`src/rtl/register_serial_reader.sv`:
```
// Captures a parallel word on start and streams it out one bit per ready
// handshake, MSB- or LSB-first, with a one-cycle done pulse at the end.
module register_serial_reader #(
  parameter int unsigned WIDTH     = 32,
  parameter bit          LSB_FIRST = 1'b0
) (
  input  logic                     clk,
  input  logic                     rst,
  input  logic                     start,
  input  logic [WIDTH-1:0]         D,
  input  logic                     ready,
  output logic                     sout,
  output logic                     sout_valid,
  output logic                     busy,
  output logic                     done,
  output logic [$clog2(WIDTH)-1:0] bit_idx
);

  localparam int unsigned IW = $clog2(WIDTH);
  localparam logic [IW-1:0] LAST_IDX = IW'(WIDTH - 1);

  typedef enum logic [1:0] {
    S_IDLE  = 2'd0,
    S_SHIFT = 2'd1,
    S_DONE  = 2'd2
  } state_t;

  state_t           state_q, state_d;
  logic [WIDTH-1:0] shreg_q, shreg_d;
  logic [IW-1:0]    idx_q, idx_d;

  logic sout_d, sout_valid_d, busy_d, done_d;

  // State and datapath registers
  always_ff @(posedge clk or negedge rst) begin
    if (!rst) begin
      state_q <= S_IDLE;
      shreg_q <= '0;
      idx_q   <= '0;
    end else begin
      state_q <= state_d;
      shreg_q <= shreg_d;
      idx_q   <= idx_d;
    end
  end

  // Next-state and datapath update
  always_comb begin
    state_d = state_q;
    shreg_d = shreg_q;
    idx_d   = idx_q;
    unique case (state_q)
      S_IDLE: begin
        if (start) begin
          shreg_d = D;
          idx_d   = '0;
          state_d = S_SHIFT;
        end
      end
      S_SHIFT: begin
        if (ready) begin
          shreg_d = LSB_FIRST ? (shreg_q >> 1) : (shreg_q << 1);
          // Counter saturates on the last bit so it never wraps
          if (idx_q == LAST_IDX) begin
            state_d = S_DONE;
          end else begin
            idx_d = idx_q + IW'(1);
          end
        end
      end
      S_DONE: begin
        state_d = S_IDLE;
        idx_d   = '0;
      end
      default: begin
        state_d = S_IDLE;
        shreg_d = '0;
        idx_d   = '0;
      end
    endcase
  end

  // Output decode from the upcoming state so registered outputs track state_q
  always_comb begin
    sout_d       = 1'b0;
    sout_valid_d = 1'b0;
    busy_d       = 1'b0;
    done_d       = 1'b0;
    unique case (state_d)
      S_SHIFT: begin
        sout_valid_d = 1'b1;
        busy_d       = 1'b1;
        sout_d       = LSB_FIRST ? shreg_d[0] : shreg_d[WIDTH-1];
      end
      S_DONE: begin
        done_d = 1'b1;
        busy_d = 1'b1;
      end
      default: begin
        sout_d = 1'b0;
      end
    endcase
  end

  // Output registers
  always_ff @(posedge clk or negedge rst) begin
    if (!rst) begin
      sout       <= 1'b0;
      sout_valid <= 1'b0;
      busy       <= 1'b0;
      done       <= 1'b0;
    end else begin
      sout       <= sout_d;
      sout_valid <= sout_valid_d;
      busy       <= busy_d;
      done       <= done_d;
    end
  end

  assign bit_idx = idx_q;

endmodule
```
`config.mk`:
```
export PLATFORM = sky130hd
export DESIGN_NAME = register_serial_reader
export DESIGN_NICKNAME = d
export VERILOG_FILES = /design/src/rtl/register_serial_reader.sv
export SDC_FILE = /design/constraint.sdc
export NUM_CORES = 1
export LEC_CHECK = 0
export ABC_CLOCK_PERIOD_IN_PS = 1950
export BUFFER_PORTS_ARGS = -buffer_cell sky130_fd_sc_hd__buf_2
export CAP_MARGIN = 30
export CELL_PAD_IN_SITES_DETAIL_PLACEMENT = 1
export CELL_PAD_IN_SITES_GLOBAL_PLACEMENT = 1
export CORE_ASPECT_RATIO = 0.7
export CORE_UTILIZATION = 36
export DETAILED_ROUTE_END_ITERATION = 10
export GPL_TIMING_DRIVEN = 0
export HOLD_SLACK_MARGIN = 0.15
export PLACE_DENSITY = 0.8
export SETUP_SLACK_MARGIN = 0.4
export SLEW_MARGIN = 20
export SYNTH_ARGS = -nofsm -noshare
export SYNTH_HDL_FRONTEND = slang
export SYNTH_SLANG_ARGS = --single-unit
export TNS_END_PERCENT = 10
```
`constraint.sdc`:
```
create_clock -name clk -period 1.95 [get_ports clk]
set_clock_uncertainty 0.1 [all_clocks]
set_input_delay 0.195 -clock clk [delete_from_list [all_inputs] [get_ports clk]]
set_output_delay 0.195 -clock clk [all_outputs]
set_load 0.005 [all_outputs]
```
Word-level counts from Yosys, hierarchy flattened
Cells that the tools add are included.
{"block": "totals", "elab_cells": 37, "register_bits": 43, "inputBits": 36, "out_inout_bits": 9}
{"block": "classes", "n_bitwise": 1, "n_addsub": 1, "n_mux": 15, "n_reduce_logical": 4, "n_eq_ne": 8}
{"cell": "case mux 32 bit (3 select lines)", "n": 1}
{"cell": "2-to-1 mux 32 bit", "n": 2}
{"cell": "2-to-1 mux 5 bit", "n": 3}
{"cell": "case mux 5 bit (2 select lines)", "n": 1}
{"cell": "2-to-1 mux 2 bit", "n": 3}
{"cell": "!= test 2 bit (second input constant)", "n": 3}
{"cell": "AND reduction 3 bit", "n": 2}
{"cell": "adder 5 x 1 -> 5 bit (second input constant)", "n": 1}
{"cell": "== test 5 bit (second input constant)", "n": 1}
{"cell": "== test 2 x 1 -> 1 bit (second input constant)", "n": 2}
{"cell": "== test 2 bit (second input constant)", "n": 2}
{"cell": "2-to-1 mux 1 bit", "n": 4}
{"cell": "case mux 2 bit (2 select lines)", "n": 1}
{"cell": "logical NOT 2 bit", "n": 1}
{"cell": "OR reduction 2 bit", "n": 1}
{"cell": "NOT 1 bit", "n": 1}

Logic depth before layout (Yosys ltp)
{"block": "logic_depth", "ltp_word": 7, "depth_mapped": 8, "mapped_depth_nobuf": 8}

Worst setup path before layout
OpenSTA, ideal clock, no wires.
{"block": "synth_timing", "path_kind": "reg-to-reg", "from": "register idx_q[0] (netlist: bit_idx[0])", "to": "register idx_q[2] (netlist: bit_idx[2])", "path_stages_with_launch": 7, "n_path_buf": 0, "slack_ns": 0.018, "setup_time_ns": 0.124, "t_arrival_ns": 1.708, "cell_sequence": "dfrtp_1 -> ha_1 -> and3_1 -> ha_1 -> nand3b_1 -> and3_1 -> a211o_1"}
{"block": "synth_via", "elab_chain_len": 4, "word_cells_on_any_way": 7, "classes_between": "1 x add/sub; 2 x eq/ne; 3 x mux; 1 x reduce/logical"}
{"element": "start, declared", "line_no": "30", "source": "logic [IW-1:0] idx_q, idx_d;"}
{"element": "start signal, assigned", "line_no": "43", "source": "idx_q <= idx_d;"}
{"element": "adder 5 x 1 -> 5 bit", "line_no": "67", "source": "idx_d = idx_q + IW'(1);"}
{"element": "2-to-1 mux 5 bit", "line_no": "64", "source": "if (idx_q == LAST_IDX) begin"}
{"element": "2-to-1 mux 5 bit", "line_no": "61", "source": "if (ready) begin"}
{"element": "case mux 5 bit (2 select lines)", "line_no": "52", "source": "unique case (state_q)"}
Parallel ways exist; a longest one is shown, timed or not. The select of a mux whose other input is x is not followed.
A chain may end at the register's enable or synchronous reset.

Worst setup path after layout
{"block": "layout_timing", "from": "register idx_q[0] (netlist: bit_idx[0])", "to": "register idx_q[3] (netlist: bit_idx[3])"}
Same word-level chain as after synthesis.

==> results <==
- The run finished with clean final reports.
- The post-synthesis sequential area ratio is 0.5610.
- CTS built an H-tree with a depth of 2.
- The floorplan step defined a die boundary enclosing 0.005629 mm2.
- For the finished layout, the period the worst path requires is 1.807 ns.
- The slew at the pin with the worst max-slew slack is 0.4765 ns.
- The max capacitance violation total is 0.
- The number of buffers and inverters on the critical path is 0.
- The worst hold path begins at start.
- The number of antenna violations at the first check in global routing is 0.
- The maximum fanout count along the critical path is 5.
- The synthesized design contains 0 enable-type register cells.
- Sorting the synthesized cells by how often they occur yields 43 x dfrtp_1, 34 x inv_1, 33 x o21ai_1.
- The largest net degree at the start of global routing is 29.
- Counting instances, the worst hold path has a depth of 4.
- The cell family contributing the most delay on the critical path is simple AND/OR/NAND/NOR gates.
- Setup violations remaining at the end of the flow were counted as 0.
- The Yosys step of the flow raised 0 warnings.
- In this run the mean area of a mapped cell was between 10 and 15 um2.
- For this run, design rule violations remaining after detail routing come to 0.
- Of the available clock period, the critical path in the final layout requires 0.9264.
- Of the total synthesized cell area, the portion taken by XOR and XNOR cells is 0.
- The clock root buffer master is clkbuf_8.
- The share of layout cells above drive strength 1 is 0.2792.
- The number of top-level pins is 45.
- The detailed-router iteration count before antenna repair is 4.
- The initial standard-cell utilization of the core is 0.3883.
- The clock tree from TritonCTS is built.
- After detailed routing, the average wire length per cell comes to 14.67 um.
- The power density over the cells is about 1200 mW/mm2.
- For this run, the total global-route usage over all layers was measured as 0.1976.
- The synthesized-area fraction occupied by and/or/nand/nor cells is 0.08611.
- In the post-synthesis netlist, the biggest area contributors are dfrtp_1 56%, a22oi_1 12%, o21ai_1 8.6%.
- Headroom to the max-slew limit came out at 0.6824.
- The post-CTS clock slew at the launch and capture registers of the worst setup and hold paths is 0.08 ns.
- The peak per-stage delay on the critical path is approximately 0.4 ns.
- The most frequent cell on the critical path is and3_4.
- The via density per instance is 4.852.
- The worst setup path is launched from a flip-flop.
- The clock latency of the later-clocked register in the worst-skew pair is approximately 0.30 ns.
- The number of placement rows is 21.
- The compound-cell area share of the yosys netlist came to 0.2290.
- The detailed router finished its first iteration with 82 violations.
- After synthesis, the largest family of logic cells by area is compound AO/OA/AOI/OAI gates.
- The post-synthesis instance total is ~190.
- After synthesis the cells add up to 0.001918 mm2.
- The number of sinks driven by the clock tree is 43.
- The count of inserted antenna diode cells is 0.
- The number of buffers created by CTS is 5.
- The peak supply drop is approximately 0.00044 V.
- The routed layout has approximately 1700 vias.
- The synthesis-stage register bit count is 43.
- The arrival time at the worst endpoint is 1.89 ns.
- Of the post-synthesis cell area, the dominant cell type holds 0.5610.
- The maximum frequency from static timing analysis is 553.5 MHz.
- The cell with the largest stage delay on the worst path is dfrtp_1.
- Walking the worst path, the cells encountered are ha_2, and3_4, ha_4, nand3b_1, and3_4, a211o_1.
- For this run, the leading register cell type out of synthesis is dfrtp_1.
- By instance count, the leading cell after synthesis is dfrtp_1.
- The startpoint identified for the worst register-to-register timing path is bit_idx[0].
- The clock tree buffer depth is 2.
- The post-synthesis cell type count is 29.
- The endpoint class of the critical path is a flip-flop.
- Global routing finished with a remaining overflow of 0.
- The multiplexer fraction of the synthesized cell area is 0.005219.
- The worst register-to-register path has a setup slack of 0.14 ns.
- The width of the die is 89.25 um.
- The post-synth net total is 227.
- At the end of routability-driven placement, the weighted congestion stood at 0.7000.
- The number of hold violations in the final report is 0.
- The total routed wirelength is 5163 um.
- The depth of the worst register-to-register path is 6.
- In this run the critical register-to-register path is captured at bit_idx[3].
- The area share of fa/ha/maj cells after synthesis is 0.02609.
- The synthesis-to-finish area growth is 47.03%.
- The number of nets in the layout is about 320.
- For this run, the share of the core covered by cells in the final layout is 0.5709.
- Port buffering added 44 buffers.
- The number of global-route vias before repair is 1789.
- The floorplan step set the die height to 63.07 um.
- The detailed placement HPWL is approximately 3200 um.
- The core box area is 0.004940 mm2.
- For hold timing, the worst endpoint is bit_idx[1].
- The data required time at the worst endpoint is between 2 and 2.5 ns.
- The type of the worst setup path is flip-flop to flip-flop.
- Once detail routing completed, the nets flagged for antenna violations numbered 0.
- In this run the static leakage power is 1.301 nW.
- Setup repair after global routing could not meet its margin everywhere.
- The final setup TNS is 0 ns.
- The first global-routing pass estimated 8466 um of wire.
- The total power is 0.003417 W.
- The path class of the tightest hold or removal check is input port to flip-flop.
- The fraction of registers with async set/reset is 1.000.
- The leading area contributor after synthesis is dfrtp_1.
- The final count of pins violating max slew is 0.
-- per-stage QoR --
stage	hold slack, ns	instances	cell area, um2	setup WS (ns)
global placement	0.3059	300	2250	0.05925
global route	0.2084	352	2820	0.09909
CTS	0.1851	348	2769	0.1976
detailed placement	0.04446	301	2270	0.003587
floorplan	-0.2006	187	1943	0.1991
finish	0.1891	352	2820	0.1435
-- registers in the layout (all words and copies together) (netlist names) --
name        cells
bit_idx         5
busy            1
done            1
shreg_q        32
sout            1
sout_valid      1
state_q         2
-- routing by layer --
layer,vias to the layer above,global-route usage,part of all wire
met5,-,0,0
met4,0,0.04167,0.0077
met3,4,0.04456,0.035
met2,36,0.3092,0.45
met1,824,0.2804,0.51
li1,844,-,-
-- tightest hold or removal path, delay by kind of cell --
family | cells | cell delay [ns]
AO/OA/AOI/OAI | 1 | 0.06
AND/OR/NAND/NOR | 2 | 0.18
buffers and inverters | 1 | 0.11
-- logic make-up (layout without fill, tap and decap cells) --
kind of cell,after synthesis,after routing
AO/OA/AOI/OAI,69,69
adder cells (fa/ha/maj),4,4
buffers and inverters,45,141
flip-flops,43,43
multiplexers,1,1
AND/OR/NAND/NOR,25,25
-- repair_timing --
action	4_1_cts	5_1_grt
hold endpoints to repair	75	0
setup endpoints to repair	30	39
gates resized for setup	4	10
buffers inserted	6	4
hold buffers	34	0
pin swaps	0	2
-- final cells by class --
class	instances	area [um2]
Inverter	35	131.4
Clock inverter	1	30.03
Fill cell	577	2120
Sequential cell	43	1079
Tap cell	69	86.33
Timing Repair Buffer	89	660.6
Clock buffer	6	72.57
Multi-Input combinational cell	99	701.9
Buffer	10	58.81
-- how the worst max path moves through the flow --
stage / start / to / slack, ns / cells past startpoint
after global routing: bit_idx[0] / bit_idx[2] / 0.1 / 6
after global placement: bit_idx[0] / sout / 0.06 / 8
final: bit_idx[0] / bit_idx[3] / 0.14 / 6
after detailed placement: bit_idx[0] / sout / 0.004 / 8
after floorplan: bit_idx[0] / bit_idx[2] / 0.20 / 6
after CTS: bit_idx[1] / bit_idx[3] / 0.20 / 6
-- placed cells by master (no fill, tap or decap), types with 2 or more instances in the layout --
cell,n
buf_2,48
dfrtp_1,41
inv_1,34
dlygate4sd3_1,34
o21ai_1,33
a22oi_1,30
buf_4,11
nand2_1,5
clkbuf_8,5
nand2b_1,3
nor2b_1,2
and3_4,2
clkbuf_1,2
clkbuf_4,2
nand4_1,2
a211o_1,2
ha_2,2
dfrtp_2,2
-- power by group --
part           leakage, nW  switching, W  internal [W]  total (W)
logic                0.702      0.000635      0.000628    0.00126
registers            0.548      0.000222       0.00126    0.00148
clock network       0.0513      0.000299      0.000376   0.000675
Power figures use the tool's default switching activity.
